### config.mk
export PLATFORM = sky130hd
export DESIGN_NAME = text_reveal_ctrl
export DESIGN_NICKNAME = d
export VERILOG_FILES = /design/src/rtl/text_reveal_ctrl.sv
export SDC_FILE = /design/constraint.sdc
export NUM_CORES = 1
export LEC_CHECK = 0
export ABC_AREA = 1
export BUFFER_PORTS_ARGS = -buffer_cell sky130_fd_sc_hd__buf_2
export CORE_MARGIN = 1
export CORE_UTILIZATION = 60
export CTS_CLUSTER_SIZE = 25
export DETAILED_ROUTE_END_ITERATION = 12
export PLACE_DENSITY = 0.81
export SLEW_MARGIN = 20
export SYNTH_ARGS = -nofsm -noshare
export SYNTH_HDL_FRONTEND = slang
export SYNTH_SLANG_ARGS = --single-unit
### constraint.sdc
create_clock -name vga_clk -period 4.3 [get_ports vga_clk]
set_clock_uncertainty 0.1 [all_clocks]
set_input_delay 0.43 -clock vga_clk [delete_from_list [all_inputs] [get_ports vga_clk]]
set_output_delay 0.43 -clock vga_clk [all_outputs]
set_load 0.05 [all_outputs]
### src/rtl/text_reveal_ctrl.sv
// Typewriter-style text line renderer: a character buffer, a two-stage pixel
// pipeline that drives an external 16x16 glyph ROM, and a frame-paced reveal FSM.
module text_reveal_ctrl #(
  parameter int          TEXT_LEN      = 16,
  parameter int          ORIGIN_X      = 0,
  parameter int          ORIGIN_Y      = 0,
  parameter int          REVEAL_FRAMES = 8,
  parameter logic [15:0] FG_COLOR      = 16'hFFFF,
  parameter logic [15:0] BG_COLOR      = 16'h0000,
  localparam int         AW            = $clog2(TEXT_LEN)
) (
  input  logic          vga_clk,
  input  logic          sys_rst,
  input  logic          wr_en,
  input  logic [AW-1:0] wr_addr,
  input  logic [4:0]    wr_char,
  input  logic          start,
  input  logic          clear,
  input  logic          frame_start,
  input  logic          pix_valid,
  input  logic [9:0]    pix_x,
  input  logic [9:0]    pix_y,
  output logic [4:0]    letter_i,
  output logic [3:0]    letter_x,
  output logic [3:0]    letter_y,
  input  logic          letter_o,
  output logic [15:0]   pix_data,
  output logic          pix_data_valid,
  output logic          busy,
  output logic          done
);

  localparam int FW = (REVEAL_FRAMES > 1) ? $clog2(REVEAL_FRAMES) : 1;
  localparam int RW = AW + 1;
  localparam logic [FW-1:0] FRAME_LAST  = FW'(REVEAL_FRAMES - 1);
  localparam logic [RW-1:0] REVEAL_LAST = RW'(TEXT_LEN - 1);
  localparam logic [RW-1:0] REVEAL_FULL = RW'(TEXT_LEN);
  localparam logic [10:0]   OX          = 11'(ORIGIN_X);
  localparam logic [10:0]   OY          = 11'(ORIGIN_Y);
  localparam logic [10:0]   BOX_W       = 11'(16 * TEXT_LEN);
  localparam logic [10:0]   BOX_H       = 11'd16;
  localparam logic [4:0]    SPACE       = 5'd26;

  typedef enum logic [1:0] {
    ST_IDLE,
    ST_REVEAL,
    ST_SHOW
  } state_t;

  state_t        state_q, state_d;
  logic [RW-1:0] reveal_cnt_q, reveal_cnt_d;
  logic [FW-1:0] frame_cnt_q, frame_cnt_d;
  logic          done_q, done_d;

  logic [4:0]    char_q [TEXT_LEN];
  logic [4:0]    char_d [TEXT_LEN];

  logic          in_box_q, in_box_d;
  logic [AW-1:0] slot_q, slot_d;
  logic [3:0]    lx_q, lx_d;
  logic [3:0]    ly_q, ly_d;
  logic          valid1_q, valid1_d;
  logic [15:0]   pix_data_q, pix_data_d;
  logic          valid2_q, valid2_d;

  logic [10:0]   dx, dy;
  logic [4:0]    code;
  logic          slot_vis;

  // Reveal sequencing; clear beats start, and start beats any frame tick.
  always_comb begin
    state_d      = state_q;
    reveal_cnt_d = reveal_cnt_q;
    frame_cnt_d  = frame_cnt_q;
    done_d       = 1'b0;
    if (clear) begin
      state_d      = ST_IDLE;
      reveal_cnt_d = '0;
      frame_cnt_d  = '0;
    end else if (start) begin
      state_d      = ST_REVEAL;
      reveal_cnt_d = '0;
      frame_cnt_d  = '0;
    end else if (state_q == ST_REVEAL && frame_start) begin
      if (frame_cnt_q == FRAME_LAST) begin
        frame_cnt_d = '0;
        if (reveal_cnt_q == REVEAL_LAST) begin
          reveal_cnt_d = REVEAL_FULL;
          state_d      = ST_SHOW;
          done_d       = 1'b1;
        end else begin
          reveal_cnt_d = reveal_cnt_q + 1'b1;
        end
      end else begin
        frame_cnt_d = frame_cnt_q + 1'b1;
      end
    end
  end

  always_comb begin
    char_d = char_q;
    if (wr_en) char_d[wr_addr] = wr_char;
  end

  // 11-bit subtraction keeps coordinates left of/above the origin out of the box.
  always_comb begin
    dx       = {1'b0, pix_x} - OX;
    dy       = {1'b0, pix_y} - OY;
    in_box_d = pix_valid && ({1'b0, pix_x} >= OX) && (dx < BOX_W)
               && ({1'b0, pix_y} >= OY) && (dy < BOX_H);
    slot_d   = dx[AW+3:4];
    lx_d     = dx[3:0];
    ly_d     = dy[3:0];
    valid1_d = pix_valid;
  end

  always_comb begin
    code     = char_q[slot_q];
    slot_vis = (state_q == ST_SHOW)
               || (state_q == ST_REVEAL && {1'b0, slot_q} < reveal_cnt_q);
    letter_i = (in_box_q && slot_vis && code <= SPACE) ? code : SPACE;
    letter_x = in_box_q ? lx_q : 4'd0;
    letter_y = in_box_q ? ly_q : 4'd0;
    pix_data_d = (in_box_q && letter_o) ? FG_COLOR : BG_COLOR;
    valid2_d   = valid1_q;
  end

  always_ff @(posedge vga_clk) begin
    if (sys_rst) begin
      state_q      <= ST_IDLE;
      reveal_cnt_q <= '0;
      frame_cnt_q  <= '0;
      done_q       <= 1'b0;
      for (int i = 0; i < TEXT_LEN; i++) char_q[i] <= SPACE;
      in_box_q     <= 1'b0;
      slot_q       <= '0;
      lx_q         <= '0;
      ly_q         <= '0;
      valid1_q     <= 1'b0;
      pix_data_q   <= BG_COLOR;
      valid2_q     <= 1'b0;
    end else begin
      state_q      <= state_d;
      reveal_cnt_q <= reveal_cnt_d;
      frame_cnt_q  <= frame_cnt_d;
      done_q       <= done_d;
      char_q       <= char_d;
      in_box_q     <= in_box_d;
      slot_q       <= slot_d;
      lx_q         <= lx_d;
      ly_q         <= ly_d;
      valid1_q     <= valid1_d;
      pix_data_q   <= pix_data_d;
      valid2_q     <= valid2_d;
    end
  end

  assign pix_data       = pix_data_q;
  assign pix_data_valid = valid2_q;
  assign busy           = (state_q == ST_REVEAL);
  assign done           = done_q;

endmodule

==> impl_metrics.py, run 1 <==
metrics = {
    "run_status": {
        "status": "complete, no violations",
    },
    "global_route": {
        "grt_max_degree": 44,
        "track_usage_pct": 29.2,
        "grt_pass1_wl_um": 20000,
        "grt_overflow_total": 0,
        "antenna_found_initial": 0,
        "grt_pass1_vias": 4291,
    },
    "sta": {
        "max_slew_margin_pct": 28.5,
        "post-route-period-util_pct": 73.0,
        "period_minus_slack_ns": 3.14,
        "drv_slew": 0,
        "max_freq_mhz": 318,
        "rsz0062_at_grt": "no",
        "setup_viol": 0,
        "tns_ns": 0,
        "hold_viol_final": 0,
        "tightest_slew_ns": 1.07,
    },
    "layout": {
        "stdcell_count": 870,
        "nets": 804,
        "seq_area_sq_um": 2140,
        "fin_area_sq_um": 5460,
        "nFillCells": 725,
        "antenna_cells": 0,
        "final_util_pct": 66.4,
        "multiInputGateArea_sq_um": 2180,
        "drive_above_1_share_pct": 14.9,
        "syn_to_final_growth_pct": 7.28,
    },
    "floorplanning": {
        "start_util_pct": 61.9,
        "row_count": 33,
        "die-height_um": 94.1,
        "core-area_sq_um": 8220,
        "die_width_um": 94.1,
        "io_pins": 69,
        "fp.dieArea_sq_um": 8850,
    },
    "drt": {
        "drcViolationCount": 0,
        "dr.pass1.iters": 6,
        "wl_met3_um": 747,
        "wl_met2_um": 5770,
        "top_layer": "met4",
        "wl_per_cell_um": 13.8,
        "dr.first_iter.drc_count": 238,
        "drt_wl_total_um": 12000,
        "viasPerCell": 5.36,
        "met1_length_um": 5280,
        "ant_nets": 0,
        "via_count": 4660,
    },
    "worst_setup_path": {
        "critPathKind": "reg -> out",
        "cp_data_arrival_time_ns": 2.61,
        "worstRegToRegCells": 7,
        "cp_max_fo": 43,
        "start_kind": "flop",
        "critPathCaptureType": "output pin",
        "critPathLaunch": "slot_q[0]$_SDFF_PP0_",
        "r2r-start": "reveal_cnt_q[0]$_SDFFE_PP0P_",
        "cp_data_required_time_ns": 3.77,
    },
    "clock_network": {
        "clk_path_buf_depth": 2,
        "insertion_delay_ns": 0.38,
        "post-cts-setup-buffer-count": 0,
        "cts_resized": 0,
        "path_clk_slew_ns": 0.11,
        "h-tree-depth": 3,
        "cts_tree": "yes",
        "ctsHoldBuffers": 0,
        "numCtsBuffers": 9,
        "cts_root_buffer": "clkbuf_8",
        "clock_sinks": 107,
    },
    "power": {
        "power.density_nw_per_um2": 331,
        "pwr-share-clk_pct": 33.1,
        "p_seq_share_pct": 56.9,
        "finalPower_w": 0.00181,
        "p_sw_share_pct": 28.2,
        "peakVddDrop_mv": 0.312,
        "p_leak_nw": 2.68,
        "p_comb_share_pct": 10.0,
        "p_int_w": 0.00130,
        "power.switching_w": 0.000510,
    },
    "placement": {
        "placed_area_sq_um": 5270,
        "gp_congestion": 0.993,
        "hpwl_um": 8680,
        "dpl.cell_count": 854,
        "portBuffers": 68,
    },
    "yosys": {
        "async_flop_share_pct": 0,
        "ys_types": 33,
        "synth_fp_nets": 770,
        "postSynthCellCount": 726,
        "yosysTopAreaCell": "dfxtp_1",
        "yosys-top-cells-area": "dfxtp_1, nand2_1, inv_1, o21ai_0, nand3_1",
        "netlist_top_cells_count": "nand2_1, inv_1, dfxtp_1",
        "synth_area_sq_um": 5090,
        "ys_ff_latch": 107,
        "synth_edf_count": 0,
        "ys.flop_type": "dfxtp_1",
        "synth.most_common_cell": "nand2_1",
        "synth_top_area_share_pct": 42.1,
        "avgSynthCellArea_sq_um": 7.01,
        "seq_area_frac_synth_pct": 42.1,
        "yosysWarnings": 0,
    },
    "worst_hold_path": {
        "whs_path_depth": 2,
        "hp-start": "clear",
        "hold_class": "in -> reg",
    },
    "run": {
        "drv_cap": 0,
    },
}
power groups by stage:
stage	combinational, W	sequential (W)	clock, W
2_1_floorplan	0.000137	0.00104	0
5_1_grt	0.000201	0.00103	0.000649
3_5_place_dp	0.000178	0.00105	0
6_report	0.000180	0.00103	0.000599
3_3_place_gp	0.000173	0.00105	0
4_1_cts	0.000178	0.00103	0.000607
worst paths after layout:
check                                                     to  slack, ns
worst max register to register  reveal_cnt_q[1]$_SDFFE_PP0P_       2.78
worst min-delay path                 state_q[0]$_SDFFE_PP0P_       0.12
worst min register to register     pix_data_valid$_SDFF_PP0_       0.31
worst max-delay path                             letter_i[3]       1.16
critical path, stage by stage (launching register included):
cell and delay (ns):
dfxtp_2 0.58, buf_4 0.43, nand2_1 0.10, o21ai_1 0.11, nand2_1 0.09, nand3_1 0.12
nand3_1 0.08, nand2_1 0.09, nand2_1 0.06, inv_1 0.06, nand2_2 0.08, nand3b_1 0.13
buf_2 0.28
cells by family (layout without fill, tap and decap cells):
kind of cell | Yosys count | count (layout) | synth area share (%)
AOI/OAI and AO/OA | 145 | 145 | 15.1
xor gates and xnor gates | 2 | 2 | 0.344
adders and majority gates | 7 | 7 | 1.72
buffers and inverters | 167 | 206 | 15.1
DFF | 107 | 107 | 42.1
and+or+nand+nor | 298 | 298 | 25.7
per-layer routing:
layer / GRT usage, % / vias up
li1: - / 2347
met1: 35.9 / 2127
met2: 51.0 / 163
met3: 5.91 / 23
met4: 8.72 / 0
met5: 0 / -
flip-flops by register name, summed over array words and instances (netlist names):
register and cells:
char_q 80, pix_data_valid 1, done 1, state_q 2
lx_q 4, reveal_cnt_q 5, in_box_q 1, ly_q 4
valid1_q 1, slot_q 4, frame_cnt_q 3, pix_data 1
through the flow:
| stage | hold slack (ns) | setup slack, ns |
|---|---|---|
| after global routing | 0.100 | 0.918 |
| after global placement | 0.301 | 1.61 |
| after floorplan | 0.288 | 1.91 |
| final | 0.117 | 1.16 |
| after CTS | 0.104 | 1.19 |
| after detailed placement | 0.299 | 1.63 |
cell type report:
type / instances / area share (%)
flip-flops and latches: 107 / 39.3
clock inverters: 7 / 1.24
well taps: 105 / 2.41
inverters: 118 / 8.16
repair buffers: 72 / 6.79
multi-input cells: 452 / 39.9
clock buffers: 9 / 2.27
placed cells by master (no fill, tap or decap), types with 2 or more instances in the layout:
cell,netlist,routed
nand2_2,2,2
ha_1,7,7
nand3_1,63,63
dfxtp_1,107,106
buf_4,16,4
a21oi_1,51,51
inv_6,0,5
nor3_2,6,6
nand2_1,142,142
clkbuf_8,0,9
o21ai_1,14,14
nor3_1,7,7
nor2_4,2,2
buf_2,4,68
o21ai_0,68,68
nand3b_1,3,3
nor4_1,2,2
nor2_1,61,61
inv_1,110,110
and3_1,2,2
o211ai_1,8,8
nor2_2,6,6
nand4_1,2,2
inv_2,6,6
Power figures use the tool's default switching activity.
==> run 2, diff against run 1 <==
CORE_UTILIZATION = 57   (was 60)
PLACE_DENSITY = 0.77   (was 0.81)
clock period = 2.92 ns   (was 4.3 ns; I/O delays follow)
==> run 2 against run 1 <==
Worst setup slack lost 0.93 ns. First-iteration DRC count grew 18%. Sequential power grew 47%. Total power grew 55%. Routed wire length grew 0.24%. Critical path type unchanged. Core utilization shrank 2.9 points. Hold slack lost 0.10 ns.
==> impl_metrics.py, run 2 (synthesis gave the netlist of run 1 again) <==
metrics = {
    "run_status": {
        "status": "complete, no violations",
    },
    "sta": {
        "setup_viol": 0,
        "tightest_slew_ns": 0.813,
        "hold_viol_final": 0,
        "max_freq_mhz": 372,
        "rsz0062_at_grt": "no",
        "post-route-period-util_pct": 92.1,
        "hold_slack_ns": 0.0162,
        "tns_ns": 0,
        "period_minus_slack_ns": 2.69,
        "drv_slew": 0,
        "max_slew_margin_pct": 45.8,
    },
    "floorplanning": {
        "die_width_um": 96.5,
        "start_util_pct": 58.6,
        "io_pins": 69,
        "die-height_um": 96.5,
        "fp.dieArea_sq_um": 9310,
        "core-area_sq_um": 8680,
        "row_count": 34,
    },
    "run": {
        "drv_cap": 0,
    },
    "clock_network": {
        "cts_tree": "yes",
        "insertion_delay_ns": 0.37,
        "path_clk_slew_ns": 0.10,
        "clk_path_buf_depth": 2,
        "h-tree-depth": 3,
        "numCtsBuffers": 9,
        "cts_root_buffer": "clkbuf_8",
        "clock_sinks": 107,
    },
    "global_route": {
        "grt_max_degree": 57,
        "grt_pass1_wl_um": 20000,
        "grt_pass1_vias": 4306,
        "antenna_found_initial": 0,
        "track_usage_pct": 28.2,
        "grt_overflow_total": 0,
    },
    "drt": {
        "dr.pass1.iters": 7,
        "dr.first_iter.drc_count": 280,
        "via_count": 4638,
        "drt_wl_total_um": 12100,
        "wl_per_cell_um": 13.8,
        "ant_nets": 0,
        "drcViolationCount": 0,
        "viasPerCell": 5.31,
    },
    "layout": {
        "syn_to_final_growth_pct": 8.36,
        "layout_commonest_cell": "nand2_1",
        "drive_above_1_share_pct": 14.9,
        "top_register": "char_q",
        "multiInputGateArea_sq_um": 2180,
        "reg_top3": "char_q x80, reveal_cnt_q x5",
        "antenna_cells": 0,
        "nets": 806,
        "nFillCells": 809,
        "layout_common_cells": "nand2_1, inv_1, dfxtp_1, o21ai_0, buf_2",
        "seq_area_sq_um": 2150,
        "largest_reg_flops": 80,
        "stdcell_count": 874,
    },
    "worst_hold_path": {
        "hold_class": "in -> reg",
        "hp-start": "pix_x[7]",
        "whs_path_depth": 3,
    },
    "placement": {
        "portBuffers": 68,
        "hpwl_um": 8590,
        "gp_congestion": 0.903,
        "dpl.cell_count": 858,
    },
    "power": {
        "power.switching_w": 0.000708,
        "peakVddDrop_mv": 0.384,
        "p_sw_share_pct": 25.3,
        "p_seq_share_pct": 54.1,
        "power.density_nw_per_um2": 507,
        "p_leak_nw": 2.70,
        "p_int_w": 0.00209,
        "pwr-share-clk_pct": 36.2,
        "p_comb_share_pct": 9.6,
    },
    "worst_setup_path": {
        "r2r-start": "frame_cnt_q[0]$_SDFFE_PP0P_",
        "cp_data_arrival_time_ns": 2.30,
        "critPathLaunch": "slot_q[0]$_SDFF_PP0_",
        "cp_max_fo": 27,
        "critPathCaptureType": "output pin",
        "worstRegToRegCells": 7,
        "critPathKind": "reg -> out",
        "start_kind": "flop",
        "cp_data_required_time_ns": 2.53,
    },
}
-- run 2: area by class of cell --
type / count / share of cell area [%]
Multi-Input combinational cell: 452 / 39.5
Sequential cell: 107 / 38.9
Inverter: 118 / 8.08
Timing Repair Buffer: 74 / 7.04
Clock buffer: 10 / 2.50
Tap cell: 108 / 2.45
Clock inverter: 5 / 1.54
-- run 2: what timing repair did --
item / 4_1_cts / 5_1_grt
setup endpoints to repair: 0 / 5
hold buffers: 1 / 0
endpoints found under the hold margin: 1 / 0
setup buffers: 0 / 0
resized for setup: 0 / 1
-- run 2: worst paths after layout --
| kind | to | slack, ns |
|---|---|---|
| max | letter_i[0] | 0.23 |
| max reg2reg | reveal_cnt_q[1]$_SDFFE_PP0P_ | 1.35 |
| min reg2reg | pix_data_valid$_SDFF_PP0_ | 0.31 |
| min | slot_q[3]$_SDFF_PP0_ | 0.02 |
-- run 2: metal layers --
metal	GRT usage, %	part of all wire, %	vias to the layer above	routed length (um)
li1	-	-	2349	-
met1	34.5	43	2133	5150
met3	6.18	5.5	20	660
met5	0	0	-	0
met4	8.33	1.8	0	213
met2	49.4	50	136	6040
-- run 2: critical path, stage by stage, from the launching register on --
cell and delay [ns]:
dfxtp_4 0.54, buf_4 0.27, nand2_1 0.08, nand3_1 0.08, nand3_1 0.08, nand3_1 0.11
nand2_1 0.12, nand2_1 0.09, nand2_1 0.06, nand2_2 0.09, nand2_2 0.06, nor2_1 0.09
buf_2 0.26
-- run 2: power groups by stage --
stage	logic (W)	clock network, W	registers (W)
floorplan	0.000202	0	0.00154
global placement	0.000257	0	0.00155
detailed placement	0.000266	0	0.00155
CTS	0.000268	0.00102	0.00151
global route	0.000306	0.00108	0.00152
finish	0.000270	0.00101	0.00151
-- run 2: metrics by stage --
step                power, W  utilization, %  setup slack [ns]  area, sq um
global placement     0.00180            60.8             0.546         5280
finish               0.00280            63.5             0.232         5510
floorplan            0.00174               -             0.668         5090
CTS                  0.00280            63.5             0.125         5510
detailed placement   0.00181            60.8             0.539         5280
global route         0.00290            63.5            0.0803         5510
==> run 3, diff against run 2 <==
HOLD_SLACK_MARGIN = 0.1   (was not set)
==> run 3 against run 2 <==
Core utilization rose by 2.1 points. Die area unchanged. Sequential share of layout area fell by 1.2 points. Via count up 1.4%. Total power up 0.58%. Non-clock buffer count rose by 18. Critical path depth unchanged. Routed wire length grew 2.6%. Register-to-register slack got worse by 0.56 ns. Combinational power up 7%. Sequential power is essentially flat. Critical path type unchanged. Largest cell class unchanged. Highest routed layer unchanged.
==> impl_metrics.py, run 3 (synthesis gave the netlist of run 1 again) <==
metrics = {
    "global_route": {
        "grt_pass1_vias": 4402,
        "track_usage_pct": 28.8,
        "antenna_found_initial": 0,
        "grt_max_degree": 57,
        "grt_overflow_total": 0,
        "grt_pass1_wl_um": 20500,
    },
    "worst_setup_path": {
        "cp_max_fo": 27,
        "crit_family": "simple AND/OR/NAND/NOR gates",
        "slowest_delay_ns": 0.53,
        "path_buf_inv": 2,
        "crit_slowest_cell": "dfxtp_4",
        "path_cells": "buf_4 -> nand2_1 -> nand3_1 -> nand3_1 -> nand3_1 -> nand2_1 -> nand2_1 -> nand2_1 -> nand2_2 -> nand2_2 -> nor2_1 -> buf_2",
        "start_kind": "flop",
        "worstRegToRegCells": 8,
        "critPathCaptureType": "output pin",
        "cp_data_required_time_ns": 2.53,
        "worstSetupPathDepth": 12,
        "critPathKind": "reg -> out",
        "cp_common_cell": "nand2_1",
        "cp_data_arrival_time_ns": 2.29,
    },
    "clock_network": {
        "clk_path_buf_depth": 2,
        "path_clk_slew_ns": 0.10,
        "cts_root_buffer": "clkbuf_8",
        "clock_sinks": 107,
        "cts_tree": "yes",
        "h-tree-depth": 3,
        "insertion_delay_ns": 0.36,
        "numCtsBuffers": 9,
    },
    "worst_hold_path": {
        "whs_path_depth": 3,
        "hold_class": "in -> reg",
    },
    "drt": {
        "wl_met3_um": 701,
        "drt_wl_total_um": 12400,
        "wl_met2_um": 6270,
        "wl_per_cell_um": 13.9,
        "viasPerCell": 5.27,
        "met1_length_um": 5240,
        "dr.pass1.iters": 5,
        "ant_nets": 0,
        "drcViolationCount": 0,
        "via_count": 4704,
        "dr.first_iter.drc_count": 292,
        "top_layer": "met4",
    },
    "sta": {
        "setup_viol": 0,
        "tns_ns": 0,
        "max_freq_mhz": 374,
        "post-route-period-util_pct": 91.7,
        "period_minus_slack_ns": 2.68,
        "rsz0062_at_grt": "no",
        "drv_slew": 0,
        "tightest_slew_ns": 0.815,
        "max_slew_margin_pct": 45.7,
        "hold_viol_final": 0,
    },
    "layout": {
        "seq_area_sq_um": 2150,
        "top_register": "char_q",
        "nets": 824,
        "drive_above_1_share_pct": 14.5,
        "largest_reg_flops": 80,
        "multiInputGateArea_sq_um": 2180,
        "layout_commonest_cell": "nand2_1",
        "reg_top3": "char_q x80, reveal_cnt_q x5",
        "syn_to_final_growth_pct": 11.9,
        "antenna_cells": 0,
        "nFillCells": 781,
        "stdcell_count": 892,
        "layout_common_cells": "nand2_1, inv_1, dfxtp_1, o21ai_0, buf_2",
    },
    "power": {
        "power.density_nw_per_um2": 494,
        "peakVddDrop_mv": 0.381,
        "p_leak_nw": 2.78,
    },
    "floorplanning": {
        "io_pins": 69,
        "core-area_sq_um": 8680,
        "die_width_um": 96.5,
        "start_util_pct": 58.6,
        "row_count": 34,
        "die-height_um": 96.5,
        "fp.dieArea_sq_um": 9310,
    },
    "placement": {
        "gp_congestion": 0.903,
        "hpwl_um": 8590,
        "dpl.cell_count": 858,
        "portBuffers": 68,
    },
    "run_status": {
        "status": "complete, no violations",
    },
    "run": {
        "drv_cap": 0,
    },
}
run 3: changes by cell type in the layout (fill, tap and decap cells not counted):
cell	before	now
dlygate4sd3_1	1	19
run 3: through the flow:
| stage | cell area (sq um) | utilization (%) | setup slack (ns) | total power (W) | hold WS [ns] |
|---|---|---|---|---|---|
| after CTS | 5690 | 65.6 | 0.125 | 0.00282 | 0.100 |
| after detailed placement | 5280 | 60.8 | 0.539 | 0.00181 | 0.299 |
| final | 5690 | 65.6 | 0.243 | 0.00281 | 0.112 |
| after global placement | 5280 | 60.8 | 0.546 | 0.00180 | 0.290 |
| after global routing | 5690 | 65.6 | 0.0803 | 0.00292 | 0.120 |
| after floorplan | 5090 | - | 0.668 | 0.00174 | 0.269 |
run 3: path summary, 6_finish.rpt:
kind	startpoint	endpoint	slack, ns
setup / recovery	slot_q[0]$_SDFF_PP0_	letter_i[0]	0.24
hold / removal	pix_y[8]	in_box_q$_SDFF_PP0_	0.11
setup reg to reg	state_q[0]$_SDFFE_PP0P_	state_q[0]$_SDFFE_PP0P_	0.79
hold reg to reg	valid1_q$_SDFF_PP0_	pix_data_valid$_SDFF_PP0_	0.31
run 3: area by class of cell:
type | instances | area share (%)
multi-input cells | 452 | 38.2
clock inverters | 5 | 1.49
repair buffers | 92 | 9.98
clock buffers | 10 | 2.42
flip-flops and latches | 107 | 37.7
well taps | 108 | 2.37
inverters | 118 | 7.82
run 3: per-layer routing:
layer | vias to the layer above | GRT usage [%]
met5 | - | 0
met3 | 14 | 6.26
met4 | 0 | 8.33
met2 | 149 | 50.8
met1 | 2158 | 35.1
li1 | 2383 | -
run 3: tightest hold or removal path: cells and delay by family:
| family | cells | cell delay, ns |
|---|---|---|
| AND/OR/NAND/NOR | 2 | 0.17 |
| buffers and inverters | 1 | 0.07 |
run 3: power by group:
part	leakage (nW)	total (W)	switching [W]	internal, W
logic	1.80	0.000289	0.000186	0.000103
registers	0.871	0.00151	0.0000206	0.00149
clock network	0.109	0.00101	0.000503	0.000508
total	2.78	0.00281	0.000709	0.00210
run 3: repair_timing:
item | in CTS | in global routing
hold buffers | 19 | 0
setup buffers | 0 | 0
hold endpoints to repair | 17 | 0
gates resized for setup | 0 | 1
endpoints found under the setup margin | 0 | 5
